===== src/rtl/tx_link_ctrl.sv =====
// ---------------------------------------------------------------------------
// tx_link_ctrl : JESD204B transmit link-layer sequencer.
// Steps the lanes through CGS (K28.5), ILAS and user data, based on the LMFC
// multiframe-end flag, LMFC SYNCED status and the receiver SYNC~ request.
// It also detects SYNC~ error-report pulses and keeps a saturating count.
//
// Optional build macro: TX_LINK_ILAS_BYPASS_EN adds ILAS_BYPASS. When that
// input is high, CGS exits straight to DATA and no ILAS is sent.
//
// Ports:
//   CLK          link clock
//   RST_n        synchronous active-low reset
//   EN           link enable (low forces IDLE)
//   SUBCLASSV    0 = subclass 0, nonzero = subclass 1
//   SYNCED       LMFC aligned to SYSREF
//   ME_LAST      last cycle of an LMFC multiframe
//   SYNC_n       receiver SYNC~ (asynchronous, active-low)
//   ILAS_BYPASS  skip ILAS (only with TX_LINK_ILAS_BYPASS_EN)
//   STATE        0 IDLE, 1 CGS, 2 ILAS, 3 DATA
//   CGS_EN       transmit K28.5
//   ILAS_EN      transmit ILAS sequence
//   ILAS_MF      current ILAS multiframe index
//   ILAS_CFG     ILAS link-configuration multiframe (index 1)
//   DATA_EN      transmit user data
//   ERR_PULSE    one-cycle pulse per detected SYNC~ error report
//   ERR_CNT      saturating error-report count
// ---------------------------------------------------------------------------
module tx_link_ctrl #(
  parameter int unsigned SYNC_STAGES   = 2,
  parameter int unsigned ILAS_MF_NUM   = 4,
  parameter int unsigned RESYNC_CYCLES = 32
) (
  input  logic       CLK,
  input  logic       RST_n,
  input  logic       EN,
  input  logic [2:0] SUBCLASSV,
  input  logic       SYNCED,
  input  logic       ME_LAST,
  input  logic       SYNC_n,
`ifdef TX_LINK_ILAS_BYPASS_EN
  input  logic       ILAS_BYPASS,
`endif
  output logic [1:0] STATE,
  output logic       CGS_EN,
  output logic       ILAS_EN,
  output logic [1:0] ILAS_MF,
  output logic       ILAS_CFG,
  output logic       DATA_EN,
  output logic       ERR_PULSE,
  output logic [7:0] ERR_CNT
);

  localparam int unsigned CNT_W = 8;
  localparam int unsigned MF_W  = 2;
  localparam logic [CNT_W-1:0] RESYNC_MAX = CNT_W'(RESYNC_CYCLES);
  localparam logic [MF_W-1:0]  MF_LAST    = MF_W'(ILAS_MF_NUM - 1);

  typedef enum logic [1:0] {
    ST_IDLE = 2'd0,
    ST_CGS  = 2'd1,
    ST_ILAS = 2'd2,
    ST_DATA = 2'd3
  } state_t;

  state_t                 r_state;
  logic [SYNC_STAGES-1:0] r_sync;
  logic [CNT_W-1:0]       r_low_cnt;
  logic [MF_W-1:0]        r_ilas_mf;
  logic                   r_cgs_en;
  logic                   r_ilas_en;
  logic                   r_ilas_cfg;
  logic                   r_data_en;
  logic                   r_err_pulse;
  logic [CNT_W-1:0]       r_err_cnt;

  state_t                 w_state_nxt;
  logic                   w_sync_s;
  logic                   w_sc1;
  logic                   w_bypass;
  logic                   w_in_link;
  logic                   w_nxt_link;
  logic [CNT_W-1:0]       w_low_inc;
  logic [CNT_W-1:0]       w_low_nxt;
  logic [MF_W-1:0]        w_ilas_mf_nxt;
  logic                   w_resync;
  logic                   w_err;
  logic                   w_los;
  logic                   w_cgs_exit;
  logic                   w_ilas_last;

`ifdef TX_LINK_ILAS_BYPASS_EN
  assign w_bypass = ILAS_BYPASS;
`else
  assign w_bypass = 1'b0;
`endif

  assign w_sync_s  = r_sync[SYNC_STAGES-1];
  assign w_sc1     = |SUBCLASSV;
  assign w_in_link = (r_state == ST_ILAS) || (r_state == ST_DATA);

  // Saturating increment of the consecutive-low run of sync_s
  assign w_low_inc = (r_low_cnt >= RESYNC_MAX) ? RESYNC_MAX : r_low_cnt + CNT_W'(1);

  // The cycle that completes RESYNC_CYCLES low samples requests resync
  assign w_resync = w_in_link && !w_sync_s && (w_low_inc == RESYNC_MAX);

  // A short low run ending (sync_s back high) is an error report
  assign w_err = EN && w_in_link && w_sync_s &&
                 (r_low_cnt != '0) && (r_low_cnt < RESYNC_MAX);

  assign w_los       = w_in_link && w_sc1 && !SYNCED;
  assign w_cgs_exit  = (r_state == ST_CGS) && ME_LAST && w_sync_s && (!w_sc1 || SYNCED);
  assign w_ilas_last = (r_state == ST_ILAS) && ME_LAST && (r_ilas_mf == MF_LAST);

  // Next state in priority order: EN, loss of alignment, resync, normal flow
  assign w_state_nxt = !EN                  ? ST_IDLE :
                       (r_state == ST_IDLE) ? ST_CGS  :
                       w_los                ? ST_CGS  :
                       w_resync             ? ST_CGS  :
                       w_cgs_exit           ? (w_bypass ? ST_DATA : ST_ILAS) :
                       w_ilas_last          ? ST_DATA :
                       r_state;

  assign w_nxt_link = (w_state_nxt == ST_ILAS) || (w_state_nxt == ST_DATA);

  // Low run keeps counting across ILAS->DATA; cleared on any exit from the link
  assign w_low_nxt = (w_in_link && w_nxt_link && !w_sync_s) ? w_low_inc : '0;

  // ILAS index advances per multiframe while staying in ILAS, else clears
  assign w_ilas_mf_nxt = ((r_state == ST_ILAS) && (w_state_nxt == ST_ILAS)) ?
                         (ME_LAST ? r_ilas_mf + MF_W'(1) : r_ilas_mf) : '0;

  // State, synchronizer, counters and registered outputs
  always_ff @(posedge CLK) begin
    if (!RST_n) begin
      r_state     <= ST_IDLE;
      r_sync      <= '1;
      r_low_cnt   <= '0;
      r_ilas_mf   <= '0;
      r_cgs_en    <= 1'b0;
      r_ilas_en   <= 1'b0;
      r_ilas_cfg  <= 1'b0;
      r_data_en   <= 1'b0;
      r_err_pulse <= 1'b0;
      r_err_cnt   <= '0;
    end else begin
      r_sync      <= {r_sync[SYNC_STAGES-2:0], SYNC_n};
      r_state     <= w_state_nxt;
      r_low_cnt   <= w_low_nxt;
      r_ilas_mf   <= w_ilas_mf_nxt;
      r_cgs_en    <= (w_state_nxt == ST_CGS);
      r_ilas_en   <= (w_state_nxt == ST_ILAS);
      r_ilas_cfg  <= (w_state_nxt == ST_ILAS) && (w_ilas_mf_nxt == MF_W'(1));
      r_data_en   <= (w_state_nxt == ST_DATA);
      r_err_pulse <= w_err;
      if (w_err && (r_err_cnt != '1)) begin
        r_err_cnt <= r_err_cnt + CNT_W'(1);
      end
    end
  end

  assign STATE     = r_state;
  assign CGS_EN    = r_cgs_en;
  assign ILAS_EN   = r_ilas_en;
  assign ILAS_MF   = r_ilas_mf;
  assign ILAS_CFG  = r_ilas_cfg;
  assign DATA_EN   = r_data_en;
  assign ERR_PULSE = r_err_pulse;
  assign ERR_CNT   = r_err_cnt;

endmodule

===== config.mk =====
export PLATFORM = sky130hd
export DESIGN_NAME = tx_link_ctrl
export DESIGN_NICKNAME = d
export VERILOG_FILES = /design/src/rtl/tx_link_ctrl.sv
export SDC_FILE = /design/constraint.sdc
export NUM_CORES = 1
export LEC_CHECK = 0
export CORE_MARGIN = 2
export CORE_UTILIZATION = 52
export CTS_CLUSTER_SIZE = 40
export DETAILED_ROUTE_END_ITERATION = 6
export PLACE_DENSITY = 0.82
export SETUP_SLACK_MARGIN = 0.1
export SLEW_MARGIN = 20
export SYNTH_ARGS = -nofsm -noshare
export SYNTH_HDL_FRONTEND = slang
export SYNTH_SLANG_ARGS = --single-unit

===== constraint.sdc =====
create_clock -name CLK -period 4.25 [get_ports CLK]
set_input_delay 1.275 -clock CLK [delete_from_list [all_inputs] [get_ports CLK]]
set_output_delay 1.275 -clock CLK [all_outputs]
set_load 0.01 [all_outputs]

# ---- Yosys cells after proc, flatten, opt, wreduce, memory -nomap -nowiden
# Index checks and enable logic that the tools add are counted.
dict set report word_totals {
  regBits 27
  inputBits 9
  output_inout_bits 17
  wordCells 62
}
dict set report op_classes {
  add_sub_neg 3
  magnitude_cmp 2
  n_eq_ne 10
  n_mux 9
  n_reduce_logical 28
}
# op count
set ops {}
lappend ops {{$logic_and A1 B1 Y1} 18}
lappend ops {{$add A8 B1 Y8 const B} 2}
lappend ops {{$mux W2} 8}
lappend ops {{$eq A2 B2 Y1 const B} 5}
lappend ops {{$eq A8 B6 Y1 const B} 1}
lappend ops {{$ge A8 B6 Y1 const B} 1}
lappend ops {{$lt A8 B6 Y1 const B} 1}
lappend ops {{$mux W8} 1}
lappend ops {{$ne A8 B8 Y1 const B} 1}
lappend ops {{$reduce_bool A8 Y1} 1}
lappend ops {{$eq A2 B1 Y1 const B} 3}
lappend ops {{$logic_not A1 Y1} 3}
lappend ops {{$logic_or A1 B1 Y1} 3}
lappend ops {{$reduce_or A3 Y1} 1}
lappend ops {{$add A2 B1 Y2 const B} 1}
lappend ops {{$logic_not A2 Y1} 1}
lappend ops {{$reduce_and A2 Y1} 1}

# ---- Longest topological paths before layout
dict set report logic_depth {
  word_depth 14
  ltp_mapped 8
  ltp_nobuf 6
}

# ---- Worst setup path after synthesis
# OpenSTA, ideal clock, no wires.
dict set report synth_timing {
  kind {in2reg}
  startpoint {input EN}
  endpoint {register r_err_cnt[3], in the netlist ERR_CNT[3]}
  setup_ns 0.070
  arrival_ns 2.426
  required_ns 4.180
  slack_ns 1.754
  stages 5
  path_buffers 1
  cell_sequence {nand3_1 or3_1 buf_2 or4_1 a21oi_1}
}
dict set report synth_between {
  elab_chain_len 5
}
# item line_no
set synth_rtl {}
lappend synth_rtl {{from (decl)} 35} ;# input logic EN,
lappend synth_rtl {{$logic_and A1 B1 Y1 (3 in a row)} 108} ;# assign w_err = EN && w_in_link && w_sync_s &&
lappend synth_rtl {{$logic_and A1 B1 Y1} 109} ;# (r_low_cnt != '0) && (r_low_cnt < RESYNC_MAX);
lappend synth_rtl {{$logic_and A1 B1 Y1} 156} ;# if (w_err && (r_err_cnt != '1)) begin
lappend synth_rtl {{to (signal assigned)} 157} ;# r_err_cnt <= r_err_cnt + CNT_W'(1);
lappend synth_rtl {{to (decl)} 74} ;# logic [CNT_W-1:0] r_err_cnt;
# Every way passes these cells.
# A chain may end at the register's enable or synchronous reset.

# ---- Worst setup path after layout
dict set report layout_timing {
  startpoint {input EN}
  endpoint {register r_err_cnt[5], in the netlist ERR_CNT[5]}
}
# The elaborated chain is that of the path after synthesis.

==> impl_metrics.json <==
{
  "status": "completed",
  "synth_cell_type_count": 38,
  "path_cells": "clkdlybuf4s50_1 > nand3_1 > or3_1 > or4_1 > a21oi_1",
  "ctsRootBufferMaster": "clkbuf_4",
  "dp.cells": 175,
  "synth-edff-count": 0,
  "grt_usage_pct": 18.0,
  "cts_buffers": 3,
  "endpoint_kind": "flip-flop",
  "post-route-util_pct": 67.7,
  "dieHeight_um": 51.2,
  "max_cap_violations": 0,
  "startpoint_type": "primary input",
  "antenna_found_initial": 0,
  "numPortBuffers": 25,
  "clock_tree.buffer_depth": 2,
  "holdWs_ns": 0.428,
  "path_max_fanout": 17,
  "coreArea_um2": 2150,
  "clock_skew_ns": 0.00122,
  "clk_pin_slew_ns": 0.13,
  "dieArea_um2": 2620,
  "num_rows": 17,
  "io_pins": 26,
  "cts_setup_buffers": 0,
  "rsz0062_at_grt": "no",
  "cp_slowest_cell": "or3_1",
  "p_leak_nw": 0.503,
  "ctsHoldBuffers": 0,
  "start_util_pct": 53.8,
  "ys_warn_count": 0,
  "drive_above_1_share_pct": 3.31,
  "finalWirelength_um": 2240,
  "ys_ff_latch": 27,
  "grt_overflow": 0,
  "detail_route.wl_per_cell_um": 12.5,
  "dpl_cell_area_um2": 1430,
  "finalSetupTns_ns": 0,
  "fp.dieW_um": 51.2,
  "nets": 165,
  "power.density_nw_per_um2": 265,
  "grt_max_degree": 18,
  "synth_area_um2": 1160,
  "crit_arrival_ns": 3.16,
  "cts_htree_levels": 1,
  "insertion_delay_ns": 0.30,
  "antenna_left": 0,
  "worstPathRequired_ns": 4.49,
  "firstDrtPassIters": 4,
  "layoutNonFillerInstCount": 179,
  "clkSinkCount": 27,
  "dp.final_hpwl_um": 1680,
  "min_path_type": "flip-flop to flip-flop",
  "diodes": 0,
  "synth_area_per_cell_um2": 9.25,
  "dr.first_iter.drc_count": 22,
  "cpPeakStageDelay_ns": 0.58,
  "finalSetupViolCount": 0,
  "syn_inst": 125,
  "finish.instance_area_um2": 1460,
  "fin_crit_sh_pct": 68.6,
  "grt_pass1_vias": 855,
  "ctsResizeCount": 0,
  "area_delta_synth_final_pct": 25.9,
  "fin_crit_ns": 2.91,
  "grt_pass1_wl_um": 3550,
  "worstSetupPathType": "primary input to flip-flop",
  "ir_drop_mv": 0.219,
  "finalHoldViolCount": 0,
  "vias": 1026,
  "fmax_ghz": 0.343,
  "drc_errors": 0,
  "synth_flop_cell": "dfxtp_1",
  "avgViaCountPerCell": 5.73,
  "slew_violations": 0,
  "cts_tree": "built",
  "ys_async_sr_fraction_pct": 0,
  "seq_area_frac_synth_pct": 46.8,
  "place.gp.congestion": 0.839,
  "nFillCells": 180
}
-- sequential cells by signal (all words and copies together), names as in the netlist, 2 cells and up --
register,cells
r_low_cnt,8
ERR_CNT,8
ILAS_MF,2
r_sync,2
STATE,2
-- critical path, delay by kind of cell --
kind	cells	cell delay [ns]
AOI/OAI and AO/OA	1	0.16
buffers and inverters	1	0.49
and+or+nand+nor	3	1.23
-- layout by cell type, fill, tap and decap left out, drive strengths merged, types with 2 or more instances in the layout --
cell / netlist / final
dfxtp: 27 / 27
clkdlybuf4s50: 0 / 25
nor2: 11 / 11
a21oi: 10 / 10
nand3: 8 / 8
inv: 5 / 5
nand2: 4 / 4
nand2b: 4 / 4
nor3b: 4 / 4
ha: 4 / 4
clkbuf: 3 / 4
and4: 3 / 3
nor3: 3 / 3
xor2: 3 / 3
o31ai: 3 / 3
or4: 3 / 3
or3: 3 / 3
o21ai: 3 / 3
nand4: 2 / 2
nor2b: 2 / 2
and3: 2 / 2
o311ai: 2 / 2
o41ai: 2 / 2
conb: 1 / 2
-- path summary, 6_finish.rpt --
| kind | startpoint | to | slack (ns) | depth (start not counted) |
|---|---|---|---|---|
| max reg2reg | r_low_cnt[0] | ERR_CNT[5] | 2.12 | 6 |
| min | r_sync[0] | r_sync[1] | 0.43 | 1 |
| min reg2reg | r_sync[0] | r_sync[1] | 0.43 | 1 |
| max | EN | ERR_CNT[5] | 1.34 | 5 |
-- synthesized netlist by cell type (3+ instances only) --
library cell | count | area share, %
nor2_1 | 11 | 3.6
nand2_1 | 4 | 1.3
ha_1 | 4 | 4.3
a21oi_1 | 10 | 4.3
nand3_1 | 8 | 3.5
or4_1 | 3 | 1.9
xor2_1 | 3 | 2.3
o31ai_1 | 3 | 1.9
and4_1 | 3 | 2.3
clkbuf_1 | 3 | 0.97
inv_1 | 5 | 1.6
nand2b_1 | 4 | 2.2
dfxtp_1 | 27 | 47
nor3b_1 | 4 | 2.6
nor3_1 | 3 | 1.3
-- routing by layer --
| metal | global-route usage, % | vias to the layer above | routed length (um) |
|---|---|---|---|
| li1 | - | 511 | - |
| met1 | 23.0 | 483 | 980 |
| met2 | 30.1 | 30 | 1120 |
| met3 | 4.09 | 2 | 126 |
| met4 | 5.41 | 0 | 14 |
| met5 | 0 | - | 0 |
-- power breakdown --
group	internal, W	switching, W
registers	0.000256	0.00000218
clock network	0.0000366	0.0000661
logic	0.0000136	0.0000107
total	0.000307	0.0000789
-- cell families after synthesis --
kind of cell             Yosys count  synth area share (%)
XOR/XNOR                           4                  3.03
multiplexers                       1                 0.866
buffers and inverters              9                  3.03
AO/OA/AOI/OAI                     26                  14.9
adder cells (fa/ha/maj)            4                  4.33
flip-flops                        27                  46.8
AND/OR/NAND/NOR                   53                  26.7
other                              1                 0.324
-- metrics by stage --
step / setup WS, ns / total power (W)
2_1_floorplan: 1.75 / 0.000275
3_3_place_gp: 1.08 / 0.000288
3_5_place_dp: 1.00 / 0.000288
4_1_cts: 1.34 / 0.000390
5_1_grt: 1.27 / 0.000404
6_report: 1.34 / 0.000385
-- final cells by class --
| class | count | area (um2) | share of cell area (%) |
|---|---|---|---|
| well taps | 28 | 35.0 | 2.41 |
| clock buffers | 4 | 26.3 | 1.81 |
| inverters | 5 | 18.8 | 1.29 |
| multi-input cells | 90 | 584 | 40.2 |
| repair buffers | 25 | 250 | 17.2 |
| flip-flops and latches | 27 | 541 | 37.1 |
No activity file was read; power rests on OpenSTA's default activity.
